**src/rtl/matriz_pkg.sv**
```systemverilog
// Shared constants and helpers for the LED-matrix framebuffer/scanner.
package matriz_pkg;

  localparam int DATAWIDTH_DEF = 8;
  localparam int ROWS_DEF      = 8;
  localparam int LANES_DEF     = 4;
  localparam int CW_DEF        = 3;

  // Bits needed to index n items; never less than one bit.
  function automatic int col_width(input int n);
    return (n <= 2) ? 1 : $clog2(n);
  endfunction

  // Reference lane-to-frame mapping for the default geometry.
  // Row r, column c is the OR of bit r of every lane placed at column c.
  function automatic logic [ROWS_DEF*DATAWIDTH_DEF-1:0] map_lanes(
    input logic [LANES_DEF*ROWS_DEF-1:0] lanes,
    input logic [LANES_DEF*CW_DEF-1:0]   pos
  );
    logic [ROWS_DEF*DATAWIDTH_DEF-1:0] f;
    logic [LANES_DEF*ROWS_DEF-1:0]     l;
    logic [LANES_DEF*CW_DEF-1:0]       p;
    int c;
    f = '0;
    for (int k = 0; k < LANES_DEF; k++) begin
      p = pos >> (k * CW_DEF);
      c = int'(p[CW_DEF-1:0]);
      if (c < DATAWIDTH_DEF) begin
        for (int r = 0; r < ROWS_DEF; r++) begin
          l = lanes >> (k * ROWS_DEF + r);
          f = f | ((ROWS_DEF*DATAWIDTH_DEF)'(l[0]) << (r * DATAWIDTH_DEF + c));
        end
      end
    end
    return f;
  endfunction

endpackage

```
**src/rtl/matriz_lane_mapper.sv**
```systemverilog
// Combinational placement of column-lane words into a full row-major frame.
module matriz_lane_mapper
  import matriz_pkg::*;
#(
  parameter int DATAWIDTH = DATAWIDTH_DEF,
  parameter int ROWS      = ROWS_DEF,
  parameter int LANES     = LANES_DEF,
  parameter logic [LANES*col_width(DATAWIDTH)-1:0] LANE_POS = {3'd7, 3'd6, 3'd1, 3'd0}
) (
  input  logic [LANES*ROWS-1:0]     lanes,
  output logic [ROWS*DATAWIDTH-1:0] frame
);

  localparam int CW = col_width(DATAWIDTH);

  // Each frame bit ORs the matching row bit of every lane placed at its column;
  // lanes positioned beyond the matrix width never match any column.
  genvar gi, gc, gk;
  generate
    for (gi = 0; gi < ROWS; gi++) begin : g_row
      for (gc = 0; gc < DATAWIDTH; gc++) begin : g_col
        logic [LANES-1:0] hit;
        for (gk = 0; gk < LANES; gk++) begin : g_lane
          assign hit[gk] = lanes[gk*ROWS+gi] & (LANE_POS[gk*CW +: CW] == CW'(gc));
        end
        assign frame[gi*DATAWIDTH+gc] = |hit;
      end
    end
  endgenerate

endmodule

```
**src/rtl/matriz_scan.sv**
```systemverilog
// Double-buffered LED-matrix framebuffer with multiplexed row scanner.
// New frames are staged in a back buffer and swapped to the front only at
// frame boundaries so a partial frame is never shown.
module matriz_scan
  import matriz_pkg::*;
#(
  parameter int DATAWIDTH = DATAWIDTH_DEF,
  parameter int ROWS      = ROWS_DEF,
  parameter int LANES     = LANES_DEF,
  parameter logic [LANES*col_width(DATAWIDTH)-1:0] LANE_POS = {3'd7, 3'd6, 3'd1, 3'd0},
  parameter int SCAN_DIV  = 50000
) (
  input  logic                      MatrizScan_CLOCK_50,
  input  logic                      MatrizScan_RESET_InHigh,
  input  logic [LANES*ROWS-1:0]     MatrizScan_Lane_In,
  input  logic                      MatrizScan_LoadValid_In,
  output logic                      MatrizScan_LoadReady_Out,
  input  logic                      MatrizScan_Blank_In,
  output logic [ROWS-1:0]           MatrizScan_RowSel_Out,
  output logic [DATAWIDTH-1:0]      MatrizScan_Col_Out,
  output logic [ROWS*DATAWIDTH-1:0] MatrizScan_Frame_Out,
  output logic                      MatrizScan_FrameDone_Out
);

  localparam int RW = col_width(ROWS);
  localparam int PW = col_width(SCAN_DIV);

  logic                      clk;
  logic                      rst;
  logic [ROWS*DATAWIDTH-1:0] mapped;
  logic [ROWS*DATAWIDTH-1:0] back_reg;
  logic [ROWS*DATAWIDTH-1:0] front_reg;
  logic                      pending_reg;
  logic [RW-1:0]             row_reg;
  logic [PW-1:0]             presc_reg;
  logic                      blank_reg;
  logic                      frame_done_reg;
  logic                      accept;
  logic                      row_tick;
  logic                      frame_end;
  logic [DATAWIDTH-1:0]      front_rows [ROWS];

  assign clk = MatrizScan_CLOCK_50;
  assign rst = MatrizScan_RESET_InHigh;

  matriz_lane_mapper #(
    .DATAWIDTH (DATAWIDTH),
    .ROWS      (ROWS),
    .LANES     (LANES),
    .LANE_POS  (LANE_POS)
  ) u_mapper (
    .lanes (MatrizScan_Lane_In),
    .frame (mapped)
  );

  // Handshake and scan timing decode.
  always_comb begin
    accept    = MatrizScan_LoadValid_In && !pending_reg;
    row_tick  = (presc_reg == PW'(SCAN_DIV - 1));
    frame_end = row_tick && (row_reg == RW'(ROWS - 1));
  end

  // Buffers, pending flag, prescaler, row counter and registered status.
  always_ff @(posedge clk or posedge rst) begin
    if (rst) begin
      back_reg       <= '0;
      front_reg      <= '0;
      pending_reg    <= 1'b0;
      row_reg        <= '0;
      presc_reg      <= '0;
      blank_reg      <= 1'b0;
      frame_done_reg <= 1'b0;
    end else begin
      presc_reg <= row_tick ? '0 : presc_reg + PW'(1);
      if (row_tick) begin
        row_reg <= frame_end ? '0 : row_reg + RW'(1);
      end
      if (accept) begin
        back_reg <= mapped;
      end
      // A swap needs a frame already pending before this edge; an accept
      // on the frame-end edge only arms the next frame boundary.
      if (frame_end && pending_reg) begin
        front_reg   <= back_reg;
        pending_reg <= 1'b0;
      end else if (accept) begin
        pending_reg <= 1'b1;
      end
      frame_done_reg <= frame_end;
      blank_reg      <= MatrizScan_Blank_In;
    end
  end

  // Row-sliced view of the front buffer and one-hot row decode.
  genvar gi;
  generate
    for (gi = 0; gi < ROWS; gi++) begin : g_out
      assign front_rows[gi]            = front_reg[gi*DATAWIDTH +: DATAWIDTH];
      assign MatrizScan_RowSel_Out[gi] = (row_reg == RW'(gi));
    end
  endgenerate

  // Output drive: blanking forces the column word to zero without pausing the scan.
  always_comb begin
    MatrizScan_LoadReady_Out = !pending_reg;
    MatrizScan_Col_Out       = blank_reg ? '0 : front_rows[row_reg];
    MatrizScan_Frame_Out     = front_reg;
    MatrizScan_FrameDone_Out = frame_done_reg;
  end

endmodule

```
**config.mk**
```make
export PLATFORM = sky130hd
export DESIGN_NAME = matriz_scan
export DESIGN_NICKNAME = d
export VERILOG_FILES = /design/src/rtl/matriz_pkg.sv /design/src/rtl/matriz_lane_mapper.sv /design/src/rtl/matriz_scan.sv
export SDC_FILE = /design/constraint.sdc
export NUM_CORES = 1
export LEC_CHECK = 0
export BUFFER_PORTS_ARGS = -buffer_cell sky130_fd_sc_hd__buf_4
export CORE_UTILIZATION = 49
export CTS_BUF_LIST = sky130_fd_sc_hd__clkbuf_8
export DETAILED_ROUTE_END_ITERATION = 10
export PLACE_DENSITY = 0.78
export SLEW_MARGIN = 40
export SYNTH_ARGS = -nofsm -noshare
export SYNTH_HDL_FRONTEND = slang
export SYNTH_SLANG_ARGS = --single-unit
export TNS_END_PERCENT = 50
```
**constraint.sdc**
```tcl
create_clock -name MatrizScan_CLOCK_50 -period 2.4 [get_ports MatrizScan_CLOCK_50]
set_input_delay 0.24 -clock MatrizScan_CLOCK_50 [delete_from_list [all_inputs] [get_ports MatrizScan_CLOCK_50]]
set_output_delay 0.24 -clock MatrizScan_CLOCK_50 [all_outputs]
set_load 0.02 [all_outputs]
```
---- Word level (Yosys, flattened, before mapping) ----
Cells that the tools add are included.
storage, ports and cells
  input bits .............................. 36
  logic and storage cells ................. 33
  bits in registers ....................... 86
  output and inout port bits .............. 82
cells by class
  equality and inequality tests ........... 8
  mux-type cells .......................... 8
  add/sub/neg operators ................... 2
  order comparisons ....................... 1
  reduce and logical (&&, ||, !) cells .... 6
  bitwise logic cells ..................... 1
operator list
  kind                                                       count
  binary-select mux 8 bit (select 3 bit)                     1
  2-to-1 mux 8 bit                                           3
  adder 16 x 1 -> 16 bit (second input constant)             1
  equality test 16 bit (second input constant)               1
  2-to-1 mux 16 bit                                          1
  equality test 3 bit (second input constant)                4
  equality test 3 x 2 -> 1 bit (second input constant)       2
  greater-or-equal comparator 4 bit (second input constant)  1
  NOT 3 -> 4 bit                                             1
  adder 3 x 1 -> 3 bit (second input constant)               1
  equality test 3 x 1 -> 1 bit (second input constant)       1
  logical AND 1 bit                                          3
  logical NOT 3 bit                                          1
  2-to-1 mux 3 bit                                           1
  2-to-1 mux 1 bit                                           2
  nonzero test 2 bit                                         1
  logical NOT 1 bit                                          1

---- Logic depth before layout (Yosys ltp) ----
  depth after elaboration ................. 5
  mapped depth ............................ 8
  gate-level depth less buffers ........... 5

---- Cells and area by module ----
Synthesis repeated with hierarchy kept, for this count alone.
unflattened totals
  cell total of the unflattened synthesis .. 490
  area, all modules ....................... 7078.0 um2
modules (own cells, without submodules)
  module              area each (um2)  instances  sequential area each (um2)  cells an instance
  matriz_scan         6593.8           1          3753.6                      425
  matriz_lane_mapper  484.2            1          0.0                         65

---- Least setup slack after synthesis ----
No wires, ideal clock.
  path type ............................... flip-flop to flip-flop
  from .................................... reg presc_reg[0]
  to ...................................... reg front_reg[0], in the netlist MatrizScan_Frame_Out[0]
  setup time .............................. 125 ps
  buffers on the path ..................... 3
  slack ................................... 396 ps
  required time ........................... 2275 ps
  arrival ................................. 1879 ps
  period minus slack after synthesis ...... 2004 ps
  stages on the path, launching flop included .. 9
  cell sequence ........................... dfrtp_1 -> ha_1 -> and3_1 -> and4_1 -> buf_4 -> and3_1 -> buf_6 -> buf_12 -> mux2_4
between the ends
  longest elaborated chain between the ends .. 3
RTL lines
  what                    RTL line           RTL
  from (decl)             matriz_scan.sv:35  logic [PW-1:0] presc_reg;
  from (signal assigned)  matriz_scan.sv:74  presc_reg <= row_tick ? '0 : presc_reg + PW'(1);
  equality test 16 bit    matriz_scan.sv:59  row_tick = (presc_reg == PW'(SCAN_DIV - 1));
  logical AND 1 bit       matriz_scan.sv:60  frame_end = row_tick && (row_reg == RW'(ROWS - 1));
  logical AND 1 bit       matriz_scan.sv:83  if (frame_end && pending_reg) begin
  to (signal assigned)    matriz_scan.sv:84  front_reg <= back_reg;
  to (decl)               matriz_scan.sv:32  logic [ROWS*DATAWIDTH-1:0] front_reg;
No other way between the ends.
A chain may end at the register's enable or synchronous reset.

---- Worst setup path after layout ----
  from .................................... reg row_reg[0]
  to ...................................... out MatrizScan_Col_Out[1]
between the ends
  longest elaborated chain between the ends .. 5
RTL lines
  what                                                 RTL line            RTL
  from (decl)                                          matriz_scan.sv:34   logic [RW-1:0] row_reg;
  from (signal assigned)                               matriz_scan.sv:76   row_reg <= frame_end ? '0 : row_reg + RW'(1);
  NOT 3 -> 4 bit (not written as such)                 matriz_scan.sv:106  MatrizScan_Col_Out = blank_reg ? '0 : front_rows[row_reg];
  binary-select mux 8 bit (select 3 bit)               matriz_scan.sv:106
  2-to-1 mux 8 bit (not written as such) (2 in a row)  matriz_scan.sv:106
  2-to-1 mux 8 bit                                     matriz_scan.sv:106
  to (decl)                                            matriz_scan.sv:20   output logic [DATAWIDTH-1:0] MatrizScan_Col_Out,
No other way between the ends. The select of a mux whose other input is x is not followed.

==> flow_summary.json <==
{
  "rsz0062_at_grt": "false",
  "yosysWarnings": 0,
  "firstDrtPassIters": 4,
  "hold_viol": 0,
  "grt_use_total": 0.192,
  "io_buffers": 81,
  "crit_fanout": 10,
  "power.density_cell_area_nw_per_um2": 579,
  "synth_top_area_frac": 0.519,
  "crit_path_cell_trace": "buf_4, mux4_2, nand2_1, a21oi_1, buf_4",
  "cts_post_setup_buffers_inserted": 0,
  "ir_drop_mv": 0.370,
  "start_util": 0.504,
  "route.detailed.drc": 0,
  "grt_max_degree": 76,
  "cts_buffer_depth": 2,
  "place_ws_ns": 0.376,
  "fp.dieH_um": 94.0,
  "cp_data_required_time_ns": 2.16,
  "synth_top_cell_by_area": "dfrtp_1",
  "crit_family": "multiplexers",
  "achievable-frequency_ghz": 0.487,
  "clock_sinks": 86,
  "slew_violations": 0,
  "p_leak_nw": 2.45,
  "crit_top_cell": "buf_4",
  "place_area_um2": 4720,
  "die_w_um": 94.0,
  "end_kind": "primary output",
  "root_buffer": "clkbuf_8",
  "path_class": "register to primary output",
  "postLayoutCellArea_um2": 4970,
  "vias": 2502,
  "cts_made_buffers": 9,
  "setup_tns_ns": 0,
  "coreArea_um2": 8220,
  "ios": 118,
  "place.gp.congestion": 0.775,
  "period_needed_ns": 2.05,
  "dieArea_um2": 8830,
  "clkLatencyLatePin_ns": 0.35,
  "antenna_found_initial": 0,
  "grt_pass1_wl_um": 12500,
  "avgSynthCellArea_um2": 13.6,
  "status": "finished, final reports clean",
  "arrival_ns": 1.81,
  "drt-initial-drc-count": 125,
  "syn_area_um2": 4140,
  "htree_levels": 3,
  "cts_tree": "yes",
  "ys_seq_area_frac": 0.519,
  "cap_viol_max_count": 0,
  "drive_gt1_frac": 0.429,
  "num_rows": 33,
  "critPathLaunchType": "register",
  "antenna_cells": 0,
  "min_path_type": "input pin to register",
  "finalSetupViolCount": 0,
  "grt_overflow": 0,
  "crit_buf_inv": 2,
  "clkSlewWorstSetupHoldPaths_ns": 0.08,
  "post-route-period-util": 0.855,
  "hpwl_um": 5570,
  "drt-total-wl_um": 7800,
  "nets": 434,
  "wl_per_cell_um": 15.6,
  "ys_types": 33,
  "ys_ff_latch": 86,
  "setup_ws_ns": 0.348,
  "areaGrowthSynthToFinish_pct": 20.0,
  "synthCells": 304,
  "synth_area_leaders": "dfrtp_1 52%, mux2_4 11%, mux2_2 7.1%, buf_4 6.7%, mux4_2 4.3%",
  "postRouteAntennaNets": 0,
  "cp_slowest_cell": "mux4_2",
  "grt_pass1_vias": 2519,
  "worst_path_largest_cell_delay_ns": 0.54,
  "clock-skew-final_ns": 0.00985,
  "viasPerCell": 4.99
}
==> stage by stage <==
| step | util | instances | total power [mW] | hold WS (ns) |
|---|---|---|---|---|
| 6_report | 0.605 | 501 | 2.88 | 0.101 |
| 5_1_grt | 0.605 | 501 | 2.99 | 0.0832 |
| 4_1_cts | 0.605 | 501 | 2.90 | 0.0867 |
| 3_5_place_dp | 0.575 | 483 | 1.76 | 0.219 |
| 3_3_place_gp | 0.575 | 483 | 1.75 | 0.213 |
| 2_1_floorplan | - | 339 | 1.73 | 0.271 |
==> metal layers <==
layer	up-vias	track usage	wire length [um]	part of all wire
li1	1143	-	-	-
met1	1261	0.243	3300	0.42
met2	90	0.310	3920	0.50
met3	8	0.0663	514	0.066
met4	0	0.0564	67	0.0086
met5	-	0	0	0
==> placed cells by master (no fill, tap or decap), drive strengths merged, types with 8 or more instances in the layout <==
master  Yosys  final
buf        45     88
clkbuf      4     10
mux4        8      8
dfrtp      86     86
mux2       64     64
nor2       13     13
inv         8      8
nand2      11     11
conb        1     36
==> logic make-up (layout without fill, tap and decap cells) <==
family / Yosys count / in the layout / share of synthesized area
flops: 86 / 86 / 0.519
mux: 72 / 72 / 0.244
simple gates: 60 / 60 / 0.0779
buf+inv: 57 / 114 / 0.0990
xor+xnor: 14 / 14 / 0.0296
fa+ha+maj: 7 / 7 / 0.0211
compound gates: 7 / 7 / 0.00845
other cells: 1 / 36 / 0.000905
==> synthesized netlist by cell type <==
library cell / count
a21oi_1: 4
and2_1: 3
and3_1: 3
and4_1: 1
and4bb_1: 1
buf_1: 3
buf_12: 3
buf_2: 1
buf_4: 37
buf_6: 1
clkbuf_1: 4
conb_1: 1
dfrtp_1: 86
ha_1: 7
inv_1: 8
mux2_1: 9
mux2_2: 26
mux2_4: 29
mux4_2: 8
nand2_1: 11
nand3_1: 7
nand4_1: 4
nor2_1: 13
nor2b_1: 5
nor3_1: 4
nor4_1: 3
nor4b_1: 2
nor4bb_1: 2
o21ai_0: 1
o21ai_1: 2
or3_1: 1
xnor2_1: 7
xor2_1: 7
==> path summary, 6_finish.rpt <==
kind,start,endpoint,slack [ns],depth (start not counted)
max,row_reg[0]$_DFFE_PP0N_,MatrizScan_Col_Out[1],0.35,5
min,MatrizScan_Lane_In[9],back_reg[9]$_DFFE_PP0P_,0.10,2
max reg2reg,presc_reg[0]$_DFF_PP0_,MatrizScan_Frame_Out[40]$_DFFE_PP0P_,0.37,6
min reg2reg,back_reg[14]$_DFFE_PP0P_,MatrizScan_Frame_Out[14]$_DFFE_PP0P_,0.49,1
max in group asynchronous,MatrizScan_RESET_InHigh,MatrizScan_Frame_Out[23]$_DFFE_PP0P_,1.35,4
min in group asynchronous,MatrizScan_RESET_InHigh,presc_reg[9]$_DFF_PP0_,0.40,3
==> where the power goes <==
group / internal (mW) / switching (mW) / total (mW)
clock network: 0.620 / 0.531 / 1.15
registers: 1.51 / 0.0326 / 1.54
logic: 0.0858 / 0.100 / 0.186
==> layout make-up <==
cell class / instances / area [um2]
Clock inverter: 6 / 92.6
Clock buffer: 10 / 138
Fill cell: 651 / 3240
Multi-Input combinational cell: 196 / 1720
Tap cell: 105 / 131
Sequential cell: 86 / 2150
Timing Repair Buffer: 90 / 706
Inverter: 8 / 33.8
==> repair_timing <==
item                                   4_1_cts  5_1_grt
hold buffers                                 2        0
endpoints found under the hold margin       12        0
setup endpoints to repair                    0        0
resized for setup                            0        0
(Power assumes the default switching activity.)
